==> src/rtl/lcd_sequencer_pkg.sv <==
// Shared definitions for the LCD sequencer: state encoding, transfer kinds,
// HD44780-style command bytes and the power-up command list.
package lcd_sequencer_pkg;

   typedef enum logic [2:0] {
      ST_POWERUP = 3'd0,
      ST_INIT    = 3'd1,
      ST_SEND    = 3'd2,
      ST_WAIT    = 3'd3,
      ST_DELAY   = 3'd4,
      ST_IDLE    = 3'd5
   } state_t;

   // What the transfer in flight was, so WAIT/DELAY know where to go next.
   typedef enum logic [1:0] {
      XF_INIT   = 2'd0,
      XF_DATA   = 2'd1,
      XF_CURSOR = 2'd2,
      XF_CLEAR  = 2'd3
   } xfer_t;

   localparam logic [7:0] CMD_FUNC_SET   = 8'h28;
   localparam logic [7:0] CMD_DISPLAY_ON = 8'h0C;
   localparam logic [7:0] CMD_CLEAR      = 8'h01;
   localparam logic [7:0] CMD_ENTRY_MODE = 8'h06;
   localparam logic [7:0] CMD_LINE1      = 8'h80;
   localparam logic [7:0] CMD_LINE2      = 8'hC0;

   localparam int         LINE_LEN  = 16;
   localparam logic [1:0] INIT_LAST = 2'd3;

   // Power-up command list, indexed by the init step.
   function automatic logic [7:0] init_cmd(input logic [1:0] idx);
      case (idx)
         2'd0:    return CMD_FUNC_SET;
         2'd1:    return CMD_DISPLAY_ON;
         2'd2:    return CMD_CLEAR;
         default: return CMD_ENTRY_MODE;
      endcase
   endfunction

endpackage

==> src/rtl/lcd_delay_counter.sv <==
// Saturating up-counter used for both the power-up wait and the post-clear
// wait. expired is high during the last cycle of a limit-cycle window.
module lcd_delay_counter #(
   parameter int WIDTH = 20
) (
   input  logic             clk,
   input  logic             rst,
   input  logic             load,
   input  logic             count_en,
   input  logic [WIDTH-1:0] limit,
   output logic             expired
);

   logic [WIDTH-1:0] count_reg;
   logic [WIDTH:0]   count_plus_one;

   assign count_plus_one = {1'b0, count_reg} + {{WIDTH{1'b0}}, 1'b1};
   assign expired        = (count_plus_one >= {1'b0, limit});

   // Restart from zero on load, otherwise count up and hold once expired.
   always_ff @(posedge clk or negedge rst) begin
      if (!rst) begin
         count_reg <= '0;
      end else if (load) begin
         count_reg <= '0;
      end else if (count_en && !expired) begin
         count_reg <= count_plus_one[WIDTH-1:0];
      end
   end

endmodule

==> src/rtl/lcd_sequencer.sv <==
// Drives an lcd_controller: runs the power-up command list, then writes
// characters, moves the cursor at line ends and services clear requests.
module lcd_sequencer
   import lcd_sequencer_pkg::*;
#(
   parameter int CLK_PERIOD_NS  = 20,
   parameter int POWERUP_CYCLES = 750000,
   parameter int CLEAR_CYCLES   = 82000
) (
   input  logic       clk,
   input  logic       rst,
   input  logic [7:0] char_data,
   input  logic       char_valid,
   output logic       char_ready,
   input  logic       clear_req,
   output logic       init_done,
   output logic       ctrl_rs,
   output logic [7:0] ctrl_data,
   output logic       ctrl_strobe,
   input  logic       ctrl_done,
   output logic [7:0] period_clk_ns
);

   localparam int MAX_DELAY = (POWERUP_CYCLES > CLEAR_CYCLES) ? POWERUP_CYCLES : CLEAR_CYCLES;
   localparam int CNT_W     = (MAX_DELAY < 1) ? 1 : $clog2(MAX_DELAY + 1);
   localparam logic [CNT_W-1:0] POWERUP_LIMIT = CNT_W'(POWERUP_CYCLES);
   localparam logic [CNT_W-1:0] CLEAR_LIMIT   = CNT_W'(CLEAR_CYCLES);
   localparam logic [4:0]       LINE2_COL     = 5'(LINE_LEN);

   state_t     state_reg, state_next;
   xfer_t      xfer_reg, xfer_next;
   logic [1:0] init_idx_reg, init_idx_next;
   logic [4:0] col_reg, col_next;
   logic       init_done_reg, init_done_next;
   logic       rs_reg, rs_next;
   logic [7:0] data_reg, data_next;

   logic [4:0]       col_inc;
   logic             delay_active;
   logic             delay_expired;
   logic [CNT_W-1:0] delay_limit;

   // col is 5 bits, so the write that would make it 32 wraps it to 0 here.
   assign col_inc      = col_reg + 5'd1;
   assign delay_active = (state_reg == ST_POWERUP) || (state_reg == ST_DELAY);
   assign delay_limit  = (state_reg == ST_POWERUP) ? POWERUP_LIMIT : CLEAR_LIMIT;

   lcd_delay_counter #(.WIDTH(CNT_W)) u_delay (
      .clk      (clk),
      .rst      (rst),
      .load     (!delay_active),
      .count_en (delay_active),
      .limit    (delay_limit),
      .expired  (delay_expired)
   );

   assign char_ready    = (state_reg == ST_IDLE) && !clear_req;
   assign ctrl_strobe   = (state_reg == ST_SEND);
   assign ctrl_rs       = rs_reg;
   assign ctrl_data     = data_reg;
   assign init_done     = init_done_reg;
   assign period_clk_ns = 8'(CLK_PERIOD_NS);

   // State and transfer registers; reset aborts anything in flight.
   always_ff @(posedge clk or negedge rst) begin
      if (!rst) begin
         state_reg     <= ST_POWERUP;
         xfer_reg      <= XF_INIT;
         init_idx_reg  <= 2'd0;
         col_reg       <= 5'd0;
         init_done_reg <= 1'b0;
         rs_reg        <= 1'b0;
         data_reg      <= 8'h00;
      end else begin
         state_reg     <= state_next;
         xfer_reg      <= xfer_next;
         init_idx_reg  <= init_idx_next;
         col_reg       <= col_next;
         init_done_reg <= init_done_next;
         rs_reg        <= rs_next;
         data_reg      <= data_next;
      end
   end

   // Next-state logic; rs/data only change when a new transfer is loaded,
   // so they stay put from SEND through the ctrl_done cycle.
   always_comb begin
      state_next     = state_reg;
      xfer_next      = xfer_reg;
      init_idx_next  = init_idx_reg;
      col_next       = col_reg;
      init_done_next = init_done_reg;
      rs_next        = rs_reg;
      data_next      = data_reg;
      unique case (state_reg)
         ST_POWERUP: begin
            if (delay_expired) begin
               state_next    = ST_INIT;
               init_idx_next = 2'd0;
            end
         end
         ST_INIT: begin
            rs_next    = 1'b0;
            data_next  = init_cmd(init_idx_reg);
            xfer_next  = XF_INIT;
            state_next = ST_SEND;
         end
         ST_SEND: begin
            state_next = ST_WAIT;
         end
         ST_WAIT: begin
            if (ctrl_done) begin
               case (xfer_reg)
                  XF_INIT: begin
                     if (data_reg == CMD_CLEAR) begin
                        state_next = ST_DELAY;
                     end else if (init_idx_reg == INIT_LAST) begin
                        init_done_next = 1'b1;
                        col_next       = 5'd0;
                        state_next     = ST_IDLE;
                     end else begin
                        init_idx_next = init_idx_reg + 2'd1;
                        state_next    = ST_INIT;
                     end
                  end
                  XF_DATA: begin
                     col_next   = col_inc;
                     state_next = ST_IDLE;
                     if (col_inc == LINE2_COL) begin
                        rs_next    = 1'b0;
                        data_next  = CMD_LINE2;
                        xfer_next  = XF_CURSOR;
                        state_next = ST_SEND;
                     end else if (col_inc == 5'd0) begin
                        rs_next    = 1'b0;
                        data_next  = CMD_LINE1;
                        xfer_next  = XF_CURSOR;
                        state_next = ST_SEND;
                     end
                  end
                  XF_CURSOR: state_next = ST_IDLE;
                  default:   state_next = ST_DELAY;
               endcase
            end
         end
         ST_DELAY: begin
            if (delay_expired) begin
               if (xfer_reg == XF_INIT) begin
                  init_idx_next = init_idx_reg + 2'd1;
                  state_next    = ST_INIT;
               end else begin
                  col_next   = 5'd0;
                  state_next = ST_IDLE;
               end
            end
         end
         ST_IDLE: begin
            if (clear_req) begin
               rs_next    = 1'b0;
               data_next  = CMD_CLEAR;
               xfer_next  = XF_CLEAR;
               state_next = ST_SEND;
            end else if (char_valid) begin
               rs_next    = 1'b1;
               data_next  = char_data;
               xfer_next  = XF_DATA;
               state_next = ST_SEND;
            end
         end
         default: state_next = ST_POWERUP;
      endcase
   end

endmodule

==> config.mk <==
export PLATFORM = sky130hd
export DESIGN_NAME = lcd_sequencer
export DESIGN_NICKNAME = d
export VERILOG_FILES = /design/src/rtl/lcd_sequencer_pkg.sv /design/src/rtl/lcd_delay_counter.sv /design/src/rtl/lcd_sequencer.sv
export SDC_FILE = /design/constraint.sdc
export NUM_CORES = 1
export LEC_CHECK = 0
export BUFFER_PORTS_ARGS = -buffer_cell sky130_fd_sc_hd__clkbuf_2
export CAP_MARGIN = 15
export CORE_UTILIZATION = 59
export CTS_CLUSTER_DIAMETER = 200
export DETAILED_ROUTE_END_ITERATION = 10
export PLACE_DENSITY = 0.9
export SLEW_MARGIN = 10
export SYNTH_ARGS = -nofsm -noshare
export SYNTH_HDL_FRONTEND = slang
export SYNTH_SLANG_ARGS = --single-unit
==> constraint.sdc <==
create_clock -name clk -period 3.9 [get_ports clk]
set_input_delay 0.78 -clock clk [delete_from_list [all_inputs] [get_ports clk]]
set_output_delay 0.78 -clock clk [all_outputs]
set_load 0.02 [all_outputs]
After elaboration in Yosys (flattened, before gate mapping)
Cells that the tools add are included.

Flip-flop bits (word level): 42. Logic and storage cells: 109. Output and inout bits: 20. Input bits: 13.

Equal/unequal tests: 27. Mux-type cells: 52. Reductions and logical operators: 17. Add/subtract/negate cells: 3. Magnitude comparators: 1. Bitwise logic cells: 1.

Operator list (number): 20-bit 2-to-1 mux (3); 8-bit 2-to-1 mux (6); 3-bit 2-to-1 mux (10); 2-bit 2-to-1 mux (13); 5-bit 2-to-1 mux (5); 8-bit case mux with 3 select lines (1); 20-bit by 1-bit adder with 21-bit output, second input constant (1); 21-bit by 20-bit >= comparator with 1-bit output (1); 5-bit case mux with 2 select lines (2); 3-bit case mux with 6 select lines (1); 6-bit case mux with 3 select lines (1); 3-bit inequality test, second input constant (5); 2-bit inequality test, second input constant (7); 2-bit case mux with 3 select lines (2); 5-bit AND reduction (2); 3-bit case mux with 3 select lines (1); 8-bit by 1-bit equality test with 1-bit output, second input constant (1); 8-bit AND reduction (1); 7-bit AND reduction (1); 2-bit equality test, second input constant (3); 3-bit by 2-bit equality test with 1-bit output, second input constant (2); 3-bit equality test, second input constant (2); 1-bit 2-to-1 mux (6); 2-bit by 1-bit inequality test with 1-bit output, second input constant (3); other kinds (16) (21).

Logic depth before layout (Yosys ltp)
Gate-level depths: netlist of run 1.

Depth in word-level cells: 7. Depth in mapped cells: 16. Mapped depth without buffers: 13.

By module
From an unflattened synthesis of run 1, not the netlist that was laid out.

Cells, all modules: 387. Area, all modules: 3382.0 um^2.

By module, submodules not included: lcd_delay_counter (cells each 223, sequential area each 500.5 um^2, area each 1905.6 um^2, instances 1); lcd_sequencer (cells each 164, sequential area each 550.5 um^2, area each 1476.4 um^2, instances 1).

Worst setup path before layout of run 1
OpenSTA, ideal clock, no wires.

Path type: register to register. From: register u_delay.count_reg[4]. To: register u_delay.count_reg[10]. Buffers on the path: 3. Arrival time: 3289 ps. Slack: 474 ps. Cell stages (with the launch flop): 17. Clock period less this slack: 3426 ps. Required time: 3764 ps. Library setup time: 136 ps. Path through: dfrtp_1 buf_2 and3_1 nand2_1 or4_4 nor2_1 nand3_1 xnor2_1 ha_1 nor4b_1 a221o_1 nor3_1 o221ai_2 buf_4 buf_4 o31ai_1 a21oi_1.

Cells in the longest elaborated chain, start to end: 5. Elaborated cells on any way between the ends: 7. Classes of those cells: add/sub (1); order compare (1); eq/ne (1); mux (2); reduce/logical (2).

RTL lines: start: declaration (line lcd_delay_counter.sv:14) `logic [WIDTH-1:0] count_reg;`; start signal: assignment (line lcd_delay_counter.sv:27) `count_reg <= count_plus_one[WIDTH-1:0];`; 20-bit by 1-bit adder with 21-bit output * (line lcd_delay_counter.sv:17) `assign count_plus_one = {1'b0, count_reg} + {{WIDTH{1'b0}}, 1'b1};`; 21-bit by 20-bit >= comparator with 1-bit output (line lcd_delay_counter.sv:18) `assign expired = (count_plus_one >= {1'b0, limit});`; 1-bit zero test (line lcd_delay_counter.sv:26) `end else if (count_en && !expired) begin`; 1-bit logical AND (line lcd_delay_counter.sv:26); 2-bit inequality test (no source line).

Every way passes the cells marked *; elsewhere a longest branch is shown, timed or not. The select of a mux whose other input is x is not followed. A chain may end at the register's enable or synchronous reset.

Worst setup path in the final report of run 1
From: register u_delay.count_reg[14]. To: register col_reg[0].

Cells in the longest elaborated chain, start to end: 4.

RTL lines: 20-bit by 1-bit adder with 21-bit output (line lcd_delay_counter.sv:17); 21-bit by 20-bit >= comparator with 1-bit output (line lcd_delay_counter.sv:18); 2-bit by 1-bit inequality test with 1-bit output (no source line); 7-bit AND reduction (no source line); end signal: assignment (line lcd_sequencer.sv:78) `col_reg <= col_next;`; end: declaration (line lcd_sequencer.sv:33) `logic [4:0] col_reg, col_next;`.

Every way passes these cells.

==> results.sh, run 1 <==
export IMPL_outcome="finished, final reports clean"
export IMPL_post_dp_hpwl_um=4550
export IMPL_netlist_instances=330
export IMPL_mostFrequentLayoutCells="dfrtp_1, nand2_1, o21ai_0"
export IMPL_crit_fanout=35
export IMPL_io_buffers=24
export IMPL_clk_latency_ns=0.30
export IMPL_clk_pin_slew_ns=0.08
export IMPL_diodes=0
export IMPL_cpPeakStageDelay_ns=0.60
export IMPL_slew_headroom=0.483
export IMPL_end_kind="flop"
export IMPL_setup_violations=0
export IMPL_drc=0
export IMPL_grt_max_degree=43
export IMPL_synth_area_sq_um=2850
export IMPL_yosysTopAreaCell="dfrtp_1"
export IMPL_start_util=0.633
export IMPL_ys_warn_count=0
export IMPL_drt_pass1_iter_count=4
export IMPL_cts_made_buffers=5
export IMPL_detail_route_antenna_nets=0
export IMPL_htreeDepth=2
export IMPL_cellPowerDensity_nw_per_um2=477
export IMPL_leakage_nw=1.41
export IMPL_hold_class="in2async"
export IMPL_final_common_cell="dfrtp_1"
export IMPL_antenna_found_initial=0
export IMPL_synth_edf_count=0
export IMPL_root_buffer="clkbuf_8"
export IMPL_netlist_area_leader_share=0.369
export IMPL_reg2reg_to="col_reg[0]"
export IMPL_grt_overflow=0
export IMPL_die_h_um=71.5
export IMPL_netlist_top_cells_area="dfrtp_1, ha_1, o21ai_0"
export IMPL_vias=2565
export IMPL_maxSlewViolCount=0
export IMPL_die_area_sq_um=5110
export IMPL_track_usage=0.265
export IMPL_final_layout_size_suffix_gt1_frac=0.161
export IMPL_multi_input_area_sq_um=1670
export IMPL_rr_worst_depth=13
export IMPL_fillers=342
export IMPL_finalHoldViolations=0
export IMPL_path_cells="nand2_1 > or4_4 > nor2_2 > nand3_1 > xnor2_1 > ha_1 > nor4bb_2 > and4_1 > o21ai_0 > o221ai_2 > buf_12 > o221ai_2 > mux2_2"
export IMPL_core_area_sq_um=4500
export IMPL_cts_tree="built"
export IMPL_clockBufferDepth=2
export IMPL_fin_skew_ns=0.00482
export IMPL_vdd_drop_max_v=0.000513
export IMPL_ys_ff_latch=42
export IMPL_fmax_mhz=269
export IMPL_grt_pass1_vias=2471
export IMPL_tightest_slew_ns=0.773
export IMPL_r2r_slack_ns=0.18
export IMPL_first_iter_violations=181
export IMPL_globalplace_congestion=0.903
export IMPL_cp_slowest_cell="or4_4"
export IMPL_wl_um=6350
export IMPL_largest_reg_flops=20
export IMPL_path_depth=13
export IMPL_cp_common_cell="o221ai_2"
export IMPL_synthToLayoutAreaGrowth_pct=11.7
export IMPL_r2r_start="u_delay.count_reg[14]"
export IMPL_syn_area_per_cell_sq_um=8.64
export IMPL_async_reset_ff_frac=1.00
export IMPL_setup_worst_path_class="reg2reg"
export IMPL_nets=386
export IMPL_holdWs_ns=0.342
export IMPL_ios=33
export IMPL_vias_per_cell=6.23
export IMPL_finalCritPeriodShare=0.954
export IMPL_critPathArrivalTime_ns=3.91
export IMPL_cp_start_kind="flop"
export IMPL_clock_sinks=42
export IMPL_wl_per_cell_um=15.4
export IMPL_synth_cell_type_count=54
export IMPL_cp_top_family="simple AND/OR/NAND/NOR gates"
export IMPL_grt_pass1_wl_um=10700
export IMPL_rows=24
export IMPL_die_w_um=71.5
export IMPL_ys_seq_area_frac=0.369
export IMPL_post_route_min_period_ns=3.72
export IMPL_fin_util=0.707
export IMPL_ys_flop_type="dfrtp_1"
export IMPL_critPathRequiredTime_ns=4.09
export IMPL_seq_area_sq_um=1050
export IMPL_drv_cap=0
export IMPL_path_buf_inv=1
[cell usage after synthesis, types with 3 or more instances]
| cell | count |
|---|---|
| nor2b_1 | 4 |
| o21ai_0 | 35 |
| a21oi_1 | 24 |
| o31ai_1 | 4 |
| o211ai_1 | 4 |
| nand2_1 | 38 |
| dfrtp_1 | 42 |
| a22o_1 | 3 |
| xnor2_1 | 10 |
| o22ai_1 | 3 |
| a21o_1 | 3 |
| or3_1 | 16 |
| clkbuf_1 | 8 |
| or4_1 | 4 |
| nor4_1 | 5 |
| and4_1 | 3 |
| nand3_1 | 10 |
| a22oi_1 | 5 |
| ha_1 | 14 |
| o221ai_1 | 3 |
| nor3_1 | 3 |
| and3_1 | 4 |
| xor2_1 | 4 |
| mux2i_1 | 4 |
| buf_4 | 10 |
| nor2_1 | 18 |
| inv_1 | 13 |
| nand4_1 | 4 |
[final cells by class]
type | count | share of cell area
multi-input combinational | 260 | 0.524
sequential | 42 | 0.331
timing repair buffer | 36 | 0.0739
clock buffer | 5 | 0.0216
tap | 52 | 0.0204
inverter | 14 | 0.0165
clock inverter | 3 | 0.0126
[cell families (layout without fill, tap and decap cells)]
logic type      count (synthesis)  after routing  synth area share
compound gates                 96             96             0.212
xor+xnor                       14             14            0.0430
fa+ha+maj                      14             14            0.0615
buf+inv                        34             58            0.0588
flops                          42             42             0.369
mux                             5              5            0.0180
other cells                     2              8           0.00263
simple gates                  123            123             0.235
[per-layer routing]
layer / up-vias / track usage / wire length (um)
met1: 1221 / 0.339 / 2840
li1: 1257 / - / -
met3: 14 / 0.0506 / 235
met4: 0 / 0.0893 / 140
met2: 73 / 0.455 / 3140
met5: - / 0 / 0
[where the power goes]
part	switching, mW	internal [mW]
clock	0.153	0.188
sequential	0.0874	0.504
combinational	0.385	0.199
[how the worst max path moves through the flow]
stage                                from                    end  slack [ns]
finish              u_delay.count_reg[14]             col_reg[0]        0.18
detailed placement   u_delay.count_reg[3]             col_reg[0]        0.08
CTS                  u_delay.count_reg[3]             col_reg[0]        0.08
global route        u_delay.count_reg[14]             col_reg[0]       -0.04
global placement     u_delay.count_reg[3]             col_reg[0]        0.27
floorplan            u_delay.count_reg[4]  u_delay.count_reg[10]        0.47
[worst register-to-register path: stages, from the launching register on]
cell	delay [ns]
dfrtp_1	0.44
nand2_1	0.16
or4_4	0.60
nor2_2	0.19
nand3_1	0.15
xnor2_1	0.16
ha_1	0.35
nor4bb_2	0.30
and4_1	0.27
o21ai_0	0.10
o221ai_2	0.22
buf_12	0.22
o221ai_2	0.18
mux2_2	0.29
[through the flow]
step / power [mW] / instances / worst slack (ns) / cell area (sq um) / setup TNS (ns)
after global routing: 1.62 / 412 / -0.0365 / 3180 / -0.0534
after floorplan: 1.00 / 336 / 0.474 / 2870 / 0
after detailed placement: 1.16 / 402 / 0.0763 / 3030 / 0
after CTS: 1.51 / 410 / 0.0766 / 3140 / 0
after global placement: 1.13 / 402 / 0.267 / 3030 / 0
final: 1.52 / 412 / 0.179 / 3180 / 0
[timing repair]
item | 4_1_cts | 5_1_grt
endpoints found under the hold margin | 0 | 0
hold buffers | 0 | 0
setup endpoints to repair | 0 | 15
buffers inserted | 0 | 1
resized for setup | 0 | 4
Note: power is estimated with default switching activity, not from simulation.
==> run 2: changes to the inputs <==
ABC_AREA = 1   (was default)
CORE_UTILIZATION = 60   (was 59)
PLACE_DENSITY = 0.91   (was 0.9)
SLEW_MARGIN = default   (was 10)
==> run 2 against run 1 <==
- hold slack improved by 0.016 ns
- sequential power fell by 1%
- sequential share of layout area is 2.2 points lower
- non-clock buffer count fell by 8
- combinational power increased by 34%
- largest power group is now combinational cells
- highest routed layer unchanged
==> results.sh, run 2 <==
export IMPL_outcome="finished, final reports clean"
export IMPL_vias_per_cell=5.58
export IMPL_die_h_um=74.7
export IMPL_crit_fanout=21
export IMPL_setup_violations=0
export IMPL_fmax_mhz=326
export IMPL_intPower_mw=0.895
export IMPL_ios=33
export IMPL_cp_start_kind="flop"
export IMPL_setup_worst_path_class="reg2reg"
export IMPL_cpPeakStageDelay_ns=0.42
export IMPL_ys_flop_type="dfrtp_1"
export IMPL_wl_per_cell_um=13.1
export IMPL_yosysMostFrequentCell="nand2_1"
export IMPL_largest_reg_flops=20
export IMPL_p_sw_mw=0.774
export IMPL_ys_ff_latch=42
export IMPL_met1_usage=0.387
export IMPL_vias=3007
export IMPL_busiest_layer="met1"
export IMPL_cellPowerDensity_nw_per_um2=490
export IMPL_grt_overflow=0
export IMPL_track_usage=0.265
export IMPL_yosysTopAreaCell="dfrtp_1"
export IMPL_path_cells="nand2_1 > nor2_1 > inv_1 > nor2_2 > nand3_2 > nor3_1 > xor2_1 > ha_1 > nand2_1 > inv_1 > nand3_2 > nor2_2 > nor2_2 > and2_4 > nand2_4 > nand2_1 > nand2_1 > nand2_1"
export IMPL_fin_util=0.667
export IMPL_synth_area_sq_um=3170
export IMPL_drv_cap=0
export IMPL_finalHoldViolations=0
export IMPL_dp_slack_ns=0.905
export IMPL_post_route_min_period_ns=3.06
export IMPL_drc=0
export IMPL_vdd_drop_max_v=0.000479
export IMPL_cp_slowest_cell="dfrtp_1"
export IMPL_yosys_top_cells_count="nand2_1, nor2_1, inv_1"
export IMPL_first_iter_violations=286
export IMPL_drt_pass1_iter_count=5
export IMPL_leakage_nw=1.67
export IMPL_p_comb_frac=0.470
export IMPL_critPathRequiredTime_ns=4.14
export IMPL_die_area_sq_um=5590
export IMPL_synth_edf_count=0
export IMPL_post_dp_hpwl_um=5210
export IMPL_mostFrequentLayoutCells="nand2_1, nor2_1, inv_1"
export IMPL_htreeDepth=2
export IMPL_synthAdderAreaFrac=0.0591
export IMPL_root_buffer="clkbuf_8"
export IMPL_synthToLayoutAreaGrowth_pct=7.33
export IMPL_globalplace_congestion=0.946
export IMPL_antenna_found_initial=0
export IMPL_yosys_area_share_simple=0.411
export IMPL_detail_route_antenna_nets=0
export IMPL_setup_tns_ns=0
export IMPL_ys_warn_count=0
export IMPL_final_common_cell="nand2_1"
export IMPL_wl_um=7050
export IMPL_placed_cells=530
export IMPL_clkPwrFrac=0.180
export IMPL_async_reset_ff_frac=1.00
export IMPL_cp_common_cell="nand2_1"
export IMPL_cts_setup_buffers=0
export IMPL_layout_setup_ws_ns=0.836
export IMPL_io_buffers=24
export IMPL_die_w_um=74.7
export IMPL_cts_resized=0
export IMPL_netlist_top_cells_area="dfrtp_1, nand2_1, nand3_1"
export IMPL_tightest_slew_ns=0.588
export IMPL_synth_compound_area_frac=0.0623
export IMPL_clock_sinks=42
export IMPL_synth_cell_type_count=37
export IMPL_cts_hold_buf=0
export IMPL_cts_tree="built"
export IMPL_synthMuxAreaShare=0
export IMPL_fin_skew_ns=0.0142
export IMPL_final_layout_size_suffix_gt1_frac=0.151
export IMPL_rsz0062_at_grt="false"
export IMPL_maxSlewViolCount=0
export IMPL_syn_area_per_cell_sq_um=7.12
export IMPL_finalNonFillerCells=539
export IMPL_grt_util_met2=0.383
export IMPL_synth_xor_area_share=0.0359
export IMPL_power_frac_seq=0.350
export IMPL_ys_seq_area_frac=0.331
export IMPL_grt_max_degree=43
export IMPL_rows=26
export IMPL_core_area_sq_um=5110
export IMPL_cts_made_buffers=5
export IMPL_switching_share=0.464
export IMPL_netlist_area_leader_share=0.331
export IMPL_grt_pass1_vias=2533
export IMPL_holdWs_ns=0.358
export IMPL_start_util=0.622
export IMPL_place_area_sq_um=3300
export IMPL_power_mw=1.67
export IMPL_diodes=0
export IMPL_finalCritPeriodShare=0.786
export IMPL_end_kind="flop"
export IMPL_clk_pin_slew_ns=0.08
export IMPL_nets=496
export IMPL_netlist_instances=446
export IMPL_clockBufferDepth=2
export IMPL_synth_top_family_by_area="simple AND/OR/NAND/NOR gates"
export IMPL_critPathArrivalTime_ns=3.30
export IMPL_clk_latency_ns=0.31
export IMPL_grt_pass1_wl_um=11300
export IMPL_design_area_sq_um=3410
export IMPL_rr_worst_depth=18
export IMPL_hold_class="in2async"
export IMPL_slew_headroom=0.606
export IMPL_use_met3=0.0562
run 2: power groups by stage:
stage          combinational [mW]  clock (mW)  sequential, mW
2_1_floorplan               0.560           0           0.612
3_3_place_gp                0.743           0           0.588
3_5_place_dp                0.771           0           0.592
4_1_cts                     0.774       0.304           0.584
5_1_grt                     0.892       0.322           0.595
6_report                    0.784       0.301           0.584
run 2: area by class of cell:
| type | count | area, sq um |
|---|---|---|
| Timing Repair Buffer | 28 | 163 |
| Clock inverter | 1 | 5.00 |
| Clock buffer | 7 | 86.3 |
| Fill cell | 423 | 1700 |
| Sequential cell | 42 | 1050 |
| Tap cell | 70 | 87.6 |
| Inverter | 48 | 180 |
| Multi-Input combinational cell | 343 | 1830 |
run 2: cells by family after synthesis:
group	Yosys count
other cells	2
fa+ha+maj	15
flops	42
buf+inv	67
xor+xnor	13
simple gates	273
compound gates	34
run 2: path summary, 6_finish.rpt:
check	start	end	slack [ns]
max in group asynchronous	rst	u_delay.count_reg[3]	3.07
worst max-delay path	u_delay.count_reg[7]	u_delay.count_reg[15]	0.84
worst min register to register	init_done	init_done	0.49
worst max register to register	u_delay.count_reg[7]	u_delay.count_reg[15]	0.84
min in group clk	init_done	init_done	0.49
worst min-delay path	rst	u_delay.count_reg[11]	0.36
run 2: metal layers:
metal / vias to the layer above / share of wire
li1: 1482 / -
met4: 0 / 0.017
met1: 1383 / 0.46
met3: 14 / 0.071
met2: 128 / 0.45
met5: - / 0
run 2: worst max-delay path: cells and delay by family, from the launching register on:
| family | cells | cell delay (ns) |
|---|---|---|
| simple gates | 14 | 1.91 |
| flops | 1 | 0.42 |
| fa+ha+maj | 1 | 0.27 |
| xor+xnor | 1 | 0.21 |
| buf+inv | 2 | 0.15 |
==> run 3: changes to the inputs <==
CORE_UTILIZATION = 54   (was 60)
PLACE_DENSITY = 0.87   (was 0.91)
clock period = 2.6 ns   (was 3.9 ns; I/O delays follow)
==> run 3 against run 2 <==
- count of clock-buffer cells in the layout unchanged
- utilization up 5.1 points
- worst setup slack worse by 1.0 ns
- via count increased by 15%
- total power is 69% higher
- largest power group unchanged
- hold slack got worse by 0.080 ns
- the flow now finishes with violations (setup timing)
- non-clock buffer count increased by 47
- final cell count up 9.1%
- final area up 17%
- critical path depth is the same
==> results.sh, run 3 (synthesis gave the netlist of run 2 again) <==
export IMPL_ios=33
export IMPL_grt_pass1_vias=2974
export IMPL_slew_headroom=0.447
export IMPL_drt_pass1_iter_count=7
export IMPL_wl_um=9380
export IMPL_switching_share=0.476
export IMPL_first_iter_violations=362
export IMPL_track_usage=0.287
export IMPL_setup_worst_path_class="reg2reg"
export IMPL_design_area_sq_um=4000
export IMPL_cellPowerDensity_nw_per_um2=704
export IMPL_die_h_um=78.7
export IMPL_critPathArrivalTime_ns=3.03
export IMPL_cts_tree="built"
export IMPL_nets=543
export IMPL_clk_pin_slew_ns=0.08
export IMPL_vias_per_cell=5.86
export IMPL_die_area_sq_um=6190
export IMPL_finalHoldViolations=0
export IMPL_largest_reg_flops=20
export IMPL_r2r_start="u_delay.count_reg[6]"
export IMPL_setup_tns_ns=-2.48
export IMPL_root_buffer="clkbuf_8"
export IMPL_holdWs_ns=0.278
export IMPL_post_route_min_period_ns=2.78
export IMPL_diodes=0
export IMPL_clkPwrFrac=0.163
export IMPL_tightest_slew_ns=0.809
export IMPL_vias=3444
export IMPL_critPathRequiredTime_ns=2.85
export IMPL_place_area_sq_um=3560
export IMPL_leakage_nw=1.99
export IMPL_cpPeakStageDelay_ns=0.42
export IMPL_start_util=0.569
export IMPL_fin_skew_ns=0.00527
export IMPL_vdd_drop_max_v=0.000573
export IMPL_grt_overflow=0
export IMPL_synthToLayoutAreaGrowth_pct=26.1
export IMPL_clk_latency_ns=0.31
export IMPL_drv_cap=0
export IMPL_cp_start_kind="flop"
export IMPL_post_dp_hpwl_um=5760
export IMPL_grt_max_degree=43
export IMPL_drc=0
export IMPL_cp_slowest_cell="dfrtp_1"
export IMPL_grt_pass1_wl_um=13800
export IMPL_intPower_mw=1.48
export IMPL_fmax_mhz=360
export IMPL_finalCritPeriodShare=1.07
export IMPL_final_common_cell="nand2_1"
export IMPL_io_buffers=24
export IMPL_cts_made_buffers=5
export IMPL_detail_route_antenna_nets=0
export IMPL_p_comb_frac=0.525
export IMPL_final_layout_size_suffix_gt1_frac=0.291
export IMPL_maxSlewViolCount=0
export IMPL_rows=27
export IMPL_clock_sinks=42
export IMPL_core_area_sq_um=5570
export IMPL_mostFrequentLayoutCells="nand2_1, buf_4, nor2_1"
export IMPL_path_buf_inv=5
export IMPL_r2r_slack_ns=-0.18
export IMPL_die_w_um=78.7
export IMPL_crit_fanout=5
export IMPL_rsz0062_at_grt="true"
export IMPL_hold_class="in2async"
export IMPL_cp_top_family="simple AND/OR/NAND/NOR gates"
export IMPL_layout_setup_ws_ns=-0.176
export IMPL_globalplace_congestion=0.879
export IMPL_clockBufferDepth=2
export IMPL_end_kind="flop"
export IMPL_antenna_found_initial=0
export IMPL_wl_per_cell_um=16.0
export IMPL_violations="setup timing"
export IMPL_outcome="finished with violations"
export IMPL_setup_violations=29
export IMPL_path_cells="nand2_2 > nor2_4 > buf_4 > buf_4 > nand3_1 > nor2_2 > xnor2_1 > inv_1 > ha_1 > inv_1 > nor2_1 > nand3_1 > nor2_2 > nand2_4 > nand4_1 > buf_4 > nand3_1 > nand2_1"
export IMPL_htreeDepth=2
export IMPL_p_sw_mw=1.34
export IMPL_rr_worst_depth=18
export IMPL_dp_slack_ns=-0.197
export IMPL_power_frac_seq=0.312
export IMPL_reg2reg_to="col_reg[2]"
[run 3: changes by cell type in the layout (fill, tap and decap cells not counted), sizes merged]
cell    previous run  this run
buf                4        49
clkbuf            31        33
[run 3: what timing repair did]
item / in CTS / in global routing
setup buffers: 7 / 8
pin swaps: 6 / 17
resized for setup: 12 / 33
endpoints found under the setup margin: 30 / 35
endpoints found under the hold margin: 0 / 0
cloned: 0 / 2
hold buffers: 0 / 0
[run 3: cell type report]
cell class,instances,area (sq um)
fillers,405,1570
clock inverters,1,5.00
repair buffers,75,571
multi-input cells,343,2020
clock buffers,7,86.3
well taps,72,90.1
flip-flops and latches,42,1050
inverters,48,180
[run 3: worst max-delay path by stage]
stage | cells past startpoint | start | slack (ns) | end
4_1_cts | 18 | u_delay.count_reg[0] | -0.03 | u_delay.count_reg[3]
3_5_place_dp | 18 | u_delay.count_reg[0] | -0.20 | u_delay.count_reg[3]
5_1_grt | 17 | u_delay.count_reg[0] | -0.35 | col_reg[2]
2_1_floorplan | 19 | u_delay.count_reg[2] | 0.06 | u_delay.count_reg[5]
3_3_place_gp | 18 | u_delay.count_reg[9] | -0.04 | u_delay.count_reg[3]
6_report | 18 | u_delay.count_reg[6] | -0.18 | col_reg[2]
[run 3: routing by layer]
| layer | up-vias | wire length [um] | global-route usage |
|---|---|---|---|
| met4 | 0 | 439 | 0.109 |
| met5 | - | 0 | 0 |
| met1 | 1607 | 3700 | 0.377 |
| met2 | 213 | 4510 | 0.468 |
| met3 | 50 | 734 | 0.0500 |
| li1 | 1574 | - | - |
[run 3: through the flow]
step | instances | power, mW | util
finish | 588 | 2.82 | 0.718
floorplan | 452 | 1.76 | -
CTS | 578 | 2.64 | 0.673
global route | 588 | 2.99 | 0.718
detailed placement | 563 | 2.13 | 0.638
global placement | 563 | 2.07 | 0.638
[run 3: power by group through the flow]
stage | clock [mW] | combinational (mW) | sequential [mW]
after floorplan | 0 | 0.841 | 0.918
after CTS | 0.453 | 1.31 | 0.873
after global routing | 0.479 | 1.62 | 0.893
after detailed placement | 0 | 1.26 | 0.877
final | 0.460 | 1.48 | 0.880
after global placement | 0 | 1.20 | 0.869
